File: src/rtl/hazard_forward_unit_pkg.sv
// Shared types for the LC-3b hazard/forwarding controller: register numbers,
// forwarding-select encoding and the per-stage write-back shadow fields.
// Pure type/constant package; no logic, no latency, no flow control.
package hazard_forward_unit_pkg;

    typedef logic [2:0] lc3b_reg;

    // Operand source feeding the execute stage.
    typedef enum logic [1:0] {
        FWD_REG = 2'b00,    // register file read
        FWD_WB  = 2'b01,    // write_data from WB
        FWD_MEM = 2'b10     // alu_ex_mem_out from MEM
    } lc3b_fwd_sel;

    // What a downstream stage will write back, as far as hazards care.
    typedef struct packed {
        lc3b_reg dest;
        logic    regwrite;
        logic    is_load;
    } lc3b_hz_fields;

    // Register-usage shadow of the instruction sitting in EX.
    typedef struct packed {
        logic          valid;
        lc3b_reg       sr1;
        lc3b_reg       sr2;
        logic          uses_sr1;
        logic          uses_sr2;
        logic          uses_dest_src;
        lc3b_hz_fields wr;
    } lc3b_ex_shadow;

    localparam lc3b_hz_fields HZ_BUBBLE = '{dest: 3'd0, regwrite: 1'b0, is_load: 1'b0};
    localparam lc3b_ex_shadow EX_BUBBLE = '0;

endpackage

File: src/rtl/hazard_forward_unit_if.sv
// Bundle between the LC-3b pipeline (master) and the hazard unit (slave).
// Carries decode-stage register usage in, forwarding selects / stalls out.
// No flow control of its own; stalls are expressed by the stall_* signals.
interface hazard_forward_unit_if #(parameter int CNT_W = 16);
    import hazard_forward_unit_pkg::*;

    // decode stage -> hazard unit
    logic             id_valid;
    lc3b_reg          id_sr1;
    lc3b_reg          id_sr2;
    logic             id_uses_sr1;
    logic             id_uses_sr2;
    logic             id_uses_dest_src;
    lc3b_reg          id_dest;
    logic             id_regwrite;
    logic             id_is_load;
    logic             flush;
    logic             mem_busy;

    // hazard unit -> pipeline control
    logic [1:0]       sr1_forward_sel;
    logic [1:0]       sr2_forward_sel;
    logic             dest_forward_sel;
    logic             stall_front;
    logic             stall_ex;
    logic             bubble_mem;
    logic             freeze;
    logic [CNT_W-1:0] hazard_stalls;

    modport master (
        output id_valid, id_sr1, id_sr2, id_uses_sr1, id_uses_sr2,
               id_uses_dest_src, id_dest, id_regwrite, id_is_load,
               flush, mem_busy,
        input  sr1_forward_sel, sr2_forward_sel, dest_forward_sel,
               stall_front, stall_ex, bubble_mem, freeze, hazard_stalls
    );

    modport slave (
        input  id_valid, id_sr1, id_sr2, id_uses_sr1, id_uses_sr2,
               id_uses_dest_src, id_dest, id_regwrite, id_is_load,
               flush, mem_busy,
        output sr1_forward_sel, sr2_forward_sel, dest_forward_sel,
               stall_front, stall_ex, bubble_mem, freeze, hazard_stalls
    );

endinterface

File: src/rtl/hazard_forward_unit_fwd_match.sv
// Finds the newest in-flight producer (MEM before WB) of one EX source register.
// Purely combinational, zero latency.
// No flow control; the caller decides whether a MEM match is usable.
// Ports: src_used/src = the EX source, mem_f/wb_f = downstream write shadows,
//        sel = where the value lives, mem_is_load = MEM match is a load result.
module fwd_match
    import hazard_forward_unit_pkg::*;
(
    input  logic          src_used,
    input  lc3b_reg       src,
    input  lc3b_hz_fields mem_f,
    input  lc3b_hz_fields wb_f,
    output lc3b_fwd_sel   sel,
    output logic          mem_is_load
);

    always_comb begin
        sel         = FWD_REG;
        mem_is_load = 1'b0;
        if (src_used) begin
            // MEM holds the younger write, so it shadows WB. R0 is an ordinary register.
            if (mem_f.regwrite && (mem_f.dest == src)) begin
                sel         = FWD_MEM;
                mem_is_load = mem_f.is_load;
            end else if (wb_f.regwrite && (wb_f.dest == src)) begin
                sel = FWD_WB;
            end
        end
    end

endmodule

File: src/rtl/hazard_forward_unit.sv
// LC-3b hazard/forwarding controller: EX operand selects plus load-use and store-data stalls.
// Selects/stalls are combinational from the shadows; each uncoverable hazard costs 1 stall cycle.
// mem_busy freezes every shadow and masks all stall outputs; hz holds EX and bubbles MEM.
// Ports: clk, rst_n (async, active low), bus (slave modport): id_* decode fields,
//        flush, mem_busy in; sr1/sr2/dest forward selects, stall_front, stall_ex,
//        bubble_mem, freeze, hazard_stalls out.
module hazard_forward_unit
    import hazard_forward_unit_pkg::*;
#(
    parameter int CNT_W = 16
) (
    input  logic                  clk,
    input  logic                  rst_n,
    hazard_forward_unit_if.slave  bus
);

    lc3b_ex_shadow    ex_q;
    lc3b_ex_shadow    ex_next;
    lc3b_hz_fields    mem_q;
    lc3b_hz_fields    wb_q;
    logic [CNT_W-1:0] stall_cnt_q;

    lc3b_fwd_sel      sr1_match;
    lc3b_fwd_sel      sr2_match;
    lc3b_fwd_sel      dest_match;
    logic             sr1_mem_load;
    logic             sr2_mem_load;
    logic             dest_mem_load;
    logic             sr1_hz;
    logic             sr2_hz;
    logic             dest_hz;
    logic             hz;
    logic             freeze;
    logic             hz_stall;

    fwd_match u_sr1_match (
        .src_used    (ex_q.valid & ex_q.uses_sr1),
        .src         (ex_q.sr1),
        .mem_f       (mem_q),
        .wb_f        (wb_q),
        .sel         (sr1_match),
        .mem_is_load (sr1_mem_load)
    );

    fwd_match u_sr2_match (
        .src_used    (ex_q.valid & ex_q.uses_sr2),
        .src         (ex_q.sr2),
        .mem_f       (mem_q),
        .wb_f        (wb_q),
        .sel         (sr2_match),
        .mem_is_load (sr2_mem_load)
    );

    fwd_match u_dest_match (
        .src_used    (ex_q.valid & ex_q.uses_dest_src),
        .src         (ex_q.wr.dest),
        .mem_f       (mem_q),
        .wb_f        (wb_q),
        .sel         (dest_match),
        .mem_is_load (dest_mem_load)
    );

    // A load result in MEM is not on alu_ex_mem_out yet, so it must wait a cycle.
    assign sr1_hz  = (sr1_match == FWD_MEM) & sr1_mem_load;
    assign sr2_hz  = (sr2_match == FWD_MEM) & sr2_mem_load;
    // Store data has no MEM forwarding path at all; any MEM producer stalls.
    // The load flag only ever accompanies a MEM match, so OR-ing it in is harmless.
    assign dest_hz = (dest_match == FWD_MEM) | dest_mem_load;
    assign hz      = sr1_hz | sr2_hz | dest_hz;

    assign freeze   = bus.mem_busy;
    assign hz_stall = hz & ~freeze;

    always_comb begin
        bus.sr1_forward_sel  = sr1_hz ? FWD_REG : sr1_match;
        bus.sr2_forward_sel  = sr2_hz ? FWD_REG : sr2_match;
        bus.dest_forward_sel = (dest_match == FWD_WB);
    end

    assign bus.stall_front   = hz_stall;
    assign bus.stall_ex      = hz_stall;
    assign bus.bubble_mem    = hz_stall;
    assign bus.freeze        = freeze;
    assign bus.hazard_stalls = stall_cnt_q;

    // Squashed or empty decode slots enter EX as a bubble that writes nothing.
    always_comb begin
        ex_next               = EX_BUBBLE;
        if (bus.id_valid && !bus.flush) begin
            ex_next.valid         = 1'b1;
            ex_next.sr1           = bus.id_sr1;
            ex_next.sr2           = bus.id_sr2;
            ex_next.uses_sr1      = bus.id_uses_sr1;
            ex_next.uses_sr2      = bus.id_uses_sr2;
            ex_next.uses_dest_src = bus.id_uses_dest_src;
            ex_next.wr.dest       = bus.id_dest;
            ex_next.wr.regwrite   = bus.id_regwrite;
            ex_next.wr.is_load    = bus.id_is_load;
        end
    end

    // During a hazard stall flush is ignored: EX keeps its instruction and the
    // branch unit re-issues flush once the stall clears.
    always_ff @(posedge clk or negedge rst_n) begin
        if (!rst_n) begin
            ex_q        <= EX_BUBBLE;
            mem_q       <= HZ_BUBBLE;
            wb_q        <= HZ_BUBBLE;
            stall_cnt_q <= '0;
        end else if (!freeze) begin
            wb_q <= mem_q;
            if (hz) begin
                mem_q <= HZ_BUBBLE;
                if (stall_cnt_q != '1) begin
                    stall_cnt_q <= stall_cnt_q + CNT_W'(1);
                end
            end else begin
                mem_q <= ex_q.wr;
                ex_q  <= ex_next;
            end
        end
    end

endmodule

File: src/flat_wrapper.sv
// flat-port wrapper written by rule: the top's interface ports become plain ports
module hazard_forward_unit_flat import hazard_forward_unit_pkg::*;
#(
    parameter int CNT_W = 16
)
  (clk, rst_n, bus_id_valid, bus_id_sr1, bus_id_sr2, bus_id_uses_sr1, bus_id_uses_sr2, bus_id_uses_dest_src, bus_id_dest, bus_id_regwrite, bus_id_is_load, bus_flush, bus_mem_busy, bus_sr1_forward_sel, bus_sr2_forward_sel, bus_dest_forward_sel, bus_stall_front, bus_stall_ex, bus_bubble_mem, bus_freeze, bus_hazard_stalls);
  hazard_forward_unit_if #(.CNT_W(CNT_W)) bus_i ();
  input  logic clk;
  input  logic rst_n;
  input wire logic [$bits(bus_i.id_valid)-1:0] bus_id_valid;
  input wire logic [$bits(bus_i.id_sr1)-1:0] bus_id_sr1;
  input wire logic [$bits(bus_i.id_sr2)-1:0] bus_id_sr2;
  input wire logic [$bits(bus_i.id_uses_sr1)-1:0] bus_id_uses_sr1;
  input wire logic [$bits(bus_i.id_uses_sr2)-1:0] bus_id_uses_sr2;
  input wire logic [$bits(bus_i.id_uses_dest_src)-1:0] bus_id_uses_dest_src;
  input wire logic [$bits(bus_i.id_dest)-1:0] bus_id_dest;
  input wire logic [$bits(bus_i.id_regwrite)-1:0] bus_id_regwrite;
  input wire logic [$bits(bus_i.id_is_load)-1:0] bus_id_is_load;
  input wire logic [$bits(bus_i.flush)-1:0] bus_flush;
  input wire logic [$bits(bus_i.mem_busy)-1:0] bus_mem_busy;
  output wire logic [$bits(bus_i.sr1_forward_sel)-1:0] bus_sr1_forward_sel;
  output wire logic [$bits(bus_i.sr2_forward_sel)-1:0] bus_sr2_forward_sel;
  output wire logic [$bits(bus_i.dest_forward_sel)-1:0] bus_dest_forward_sel;
  output wire logic [$bits(bus_i.stall_front)-1:0] bus_stall_front;
  output wire logic [$bits(bus_i.stall_ex)-1:0] bus_stall_ex;
  output wire logic [$bits(bus_i.bubble_mem)-1:0] bus_bubble_mem;
  output wire logic [$bits(bus_i.freeze)-1:0] bus_freeze;
  output wire logic [$bits(bus_i.hazard_stalls)-1:0] bus_hazard_stalls;
  assign bus_i.id_valid = bus_id_valid;
  assign bus_i.id_sr1 = bus_id_sr1;
  assign bus_i.id_sr2 = bus_id_sr2;
  assign bus_i.id_uses_sr1 = bus_id_uses_sr1;
  assign bus_i.id_uses_sr2 = bus_id_uses_sr2;
  assign bus_i.id_uses_dest_src = bus_id_uses_dest_src;
  assign bus_i.id_dest = bus_id_dest;
  assign bus_i.id_regwrite = bus_id_regwrite;
  assign bus_i.id_is_load = bus_id_is_load;
  assign bus_i.flush = bus_flush;
  assign bus_i.mem_busy = bus_mem_busy;
  assign bus_sr1_forward_sel = bus_i.sr1_forward_sel;
  assign bus_sr2_forward_sel = bus_i.sr2_forward_sel;
  assign bus_dest_forward_sel = bus_i.dest_forward_sel;
  assign bus_stall_front = bus_i.stall_front;
  assign bus_stall_ex = bus_i.stall_ex;
  assign bus_bubble_mem = bus_i.bubble_mem;
  assign bus_freeze = bus_i.freeze;
  assign bus_hazard_stalls = bus_i.hazard_stalls;
  hazard_forward_unit #(.CNT_W(CNT_W)) u_core (.clk(clk), .rst_n(rst_n), .bus(bus_i));
endmodule
File: config.mk
export PLATFORM = sky130hd
export DESIGN_NAME = hazard_forward_unit_flat
export DESIGN_NICKNAME = d
export VERILOG_FILES = /design/src/rtl/hazard_forward_unit_pkg.sv /design/src/rtl/hazard_forward_unit_if.sv /design/src/rtl/hazard_forward_unit_fwd_match.sv /design/src/rtl/hazard_forward_unit.sv /design/src/flat_wrapper.sv
export SDC_FILE = /design/constraint.sdc
export NUM_CORES = 1
export LEC_CHECK = 0
export BUFFER_PORTS_ARGS = -buffer_cell sky130_fd_sc_hd__buf_2
export CAP_MARGIN = 20
export CORE_MARGIN = 1.5
export CORE_UTILIZATION = 44
export CTS_CLUSTER_DIAMETER = 50
export DETAILED_ROUTE_END_ITERATION = 10
export GPL_TIMING_DRIVEN = 0
export HOLD_SLACK_MARGIN = 0.15
export PLACE_DENSITY = 0.69
export RECOVER_POWER = 25
export SLEW_MARGIN = 20
export SYNTH_ARGS = -nofsm -noshare
export SYNTH_HDL_FRONTEND = slang
export SYNTH_SLANG_ARGS = --single-unit
File: constraint.sdc
create_clock -name clk -period 3.65 [get_ports clk]
set_input_delay 0.5475 -clock clk [delete_from_list [all_inputs] [get_ports clk]]
set_output_delay 0.5475 -clock clk [all_outputs]
set_load 0.02 [all_outputs]
==> reports/results.ini <==
[final_layout]
drive_above_1_share_pct = 28.2
fillers = 417
utilization_pct = 55.2
area_delta_synth_final_pct = 18.7
diodes = 0
final_nets = 267

[place]
gp_congestion = 0.745
dp_slack_ns = 1.10
dpl.hpwl_mm = 3.03
portBuffers = 43

[sta]
slew_violations = 41
rsz0062_at_grt = false
tns_ns = 0
skew_ns = 0.0149
hold_violations = 0
period_share_pct = 76.6
final-setup-viol-count = 0
fmax_mhz = 357
setup_slack_ns = 0.852
max-slew-margin-rel_pct = -45.2
worst_pin_slew_ns = 2.18
layout_min_cycle_time_ns = 2.80

[critical_path]
cp_max_fo = 5
arrival_ns = 2.25
required_ns = 3.10
path_class = flop to primary output
cp-start-kind = flop
cp-end-kind = primary output

[detailed_routing]
routedWlPerCell_um = 13.6
via_per_inst = 5.06
highest_layer = met4
drt_pre_antenna_iters = 9
wl_met2_mm = 1.74
wl_met3_um = 174
wl_met1_mm = 2.09
antenna_left = 0
drc = 1
vias = 1519
drt_iter0_markers = 64
drt-total-wl_mm = 4.07

[global_route]
grt_overflow_total = 0
grt.total_usage_pct = 17.4
grt_max_degree = 41
grt_pass1_vias = 1432
antenna_found_initial = 0
grt_pass1_wl_mm = 6.76

[synth]
synth_most_common_cell = dfrtp_1
synth_commonest_cells = dfrtp_1 (40), xor2_1 (25), nand2_1 (24)
synth-edff-count = 0
synth_top_area_share_pct = 48.4
synth_area_per_cell_sq_um = 10.5
synth_nets = 217
synth_area_sq_mm = 0.00207
yosysSeqAreaShare_pct = 48.4
yosysWarnings = 0
synthTopCellsByArea = dfrtp_1 (48%), xor2_1 (11%), mux2i_1 (6.8%), nand2_1 (4.4%), xnor2_1 (3.4%)
async_flop_share_pct = 100
yosysTopAreaCell = dfrtp_1
synth_flop_cell = dfrtp_1
ys_ff_latch = 40
syn_inst = 197
synth_cell_type_count = 31

[status]
violations = design-rule violations, max-capacitance violations, max-slew violations
status = finished with violations

[die]
fp.dieArea_sq_mm = 0.00512
core.rowCount = 24
die_w_um = 71.6
ioPinCount = 44
core_area_sq_mm = 0.00444
start_util_pct = 46.5
die_h_um = 71.6

[flow_run]
maxCapViolCount = 1

[cts]
clk_path_buf_depth = 2
cts_setup_buffers = 0
cts_resized = 0
cts_hold_buf = 0
cts_sinks = 40
path_clk_slew_ns = 0.07
numCtsBuffers = 5
tritoncts = yes
htreeDepth = 2
clk_latency_ns = 0.30
clockRootBuffer = clkbuf_8

[power]
vdd_drop_max_mv = 0.195
p_seq_share_pct = 51.2
comb_power_share_pct = 13.4
power.share.clock_pct = 35.4
internal-power_mw = 0.737
swShare_pct = 26.3
power_density_mw_per_mm2 = 408
p_leak_nw = 1.16
p_sw_mw = 0.264

[min_path]
hold_path.class = input pin to flop

==> worst paths after layout <==
check	slack (ns)	start	to	cells after the start
hold / removal	0.49	bus_id_sr2[2]	u_core.ex_q[10]	3
setup / recovery	0.85	u_core.mem_q[4]	bus_stall_ex	7
hold reg to reg	0.49	u_core.bus.hazard_stalls[15]	u_core.bus.hazard_stalls[15]	1
min in group asynchronous	0.89	rst_n	u_core.bus.hazard_stalls[2]	1
max in group asynchronous	1.52	rst_n	u_core.bus.hazard_stalls[15]	1
setup reg to reg	1.11	u_core.bus.hazard_stalls[0]	u_core.bus.hazard_stalls[13]	8
==> metal layers <==
layer	GRT usage, %	vias to the layer above
met5	0	-
met4	6.92	0
met3	4.64	6
met2	25.4	30
met1	24.7	725
li1	-	758
==> through the flow <==
step           hold WS [ns]  instances  total power [mW]  area (sq um)
3_5_place_dp          0.480        292             0.657          2350
3_3_place_gp          0.474        292             0.652          2350
5_1_grt               0.485        300              1.05          2450
2_1_floorplan         0.252        197             0.603          2070
6_report              0.488        300              1.00          2450
4_1_cts               0.401        300              1.01          2460
==> cell type report <==
type	count	area [sq um]	area share, %
sequential	40	1000	40.8
multi-input combinational	133	962	39.2
timing repair buffer	43	214	8.72
clock buffer	6	72.6	2.96
tap	52	65.1	2.65
inverter	15	56.3	2.29
buffer	9	48.8	1.99
clock inverter	2	35.0	1.43
==> state kept, by name, indices dropped and copies added (netlist names) <==
register,count
u_core.wb_q,4
u_core.bus.hazard_stalls,16
u_core.ex_q,15
u_core.mem_q,5
==> power by group through the flow <==
stage | sequential (mW) | combinational [mW] | clock, mW
floorplan | 0.525 | 0.0776 | 0
global placement | 0.520 | 0.132 | 0
detailed placement | 0.521 | 0.136 | 0
CTS | 0.512 | 0.136 | 0.362
global route | 0.517 | 0.151 | 0.379
finish | 0.512 | 0.134 | 0.354
==> placed cells by master (no fill, tap or decap), types with 2 or more instances in the layout <==
cell      count
nand4_1       5
or4_1         2
nor2b_1       2
mux2_2        6
clkbuf_1      4
nor4_2        2
a311oi_1      2
dfrtp_1      40
buf_4         3
xor2_1       25
nor3_2        4
nand2_1      24
clkbuf_8      5
nor3_1        2
a22o_1        5
nor4_1        3
nor2_1       15
buf_2        45
inv_1        15
xnor2_1       8
mux2i_1      14
nand3_1       5
==> critical path: stages, from the launching register on <==
cell	delay [ns]
dfrtp_1	0.46
xor2_1	0.20
or4b_1	0.60
a21oi_1	0.16
nor2_1	0.07
nor2_1	0.18
buf_4	0.14
buf_2	0.15
==> kinds of logic (layout without fill, tap and decap cells) <==
group | count (synthesis) | in the layout | share of synthesized area, %
AND/OR/NAND/NOR | 69 | 69 | 17.7
flip-flops | 40 | 40 | 48.4
XOR/XNOR | 33 | 33 | 14.0
buffers and inverters | 24 | 75 | 5.08
multiplexers | 20 | 20 | 10.0
AO/OA/AOI/OAI | 10 | 10 | 4.17
adder cells (fa/ha/maj) | 1 | 1 | 0.605
Note: power is estimated with default switching activity, not from simulation.
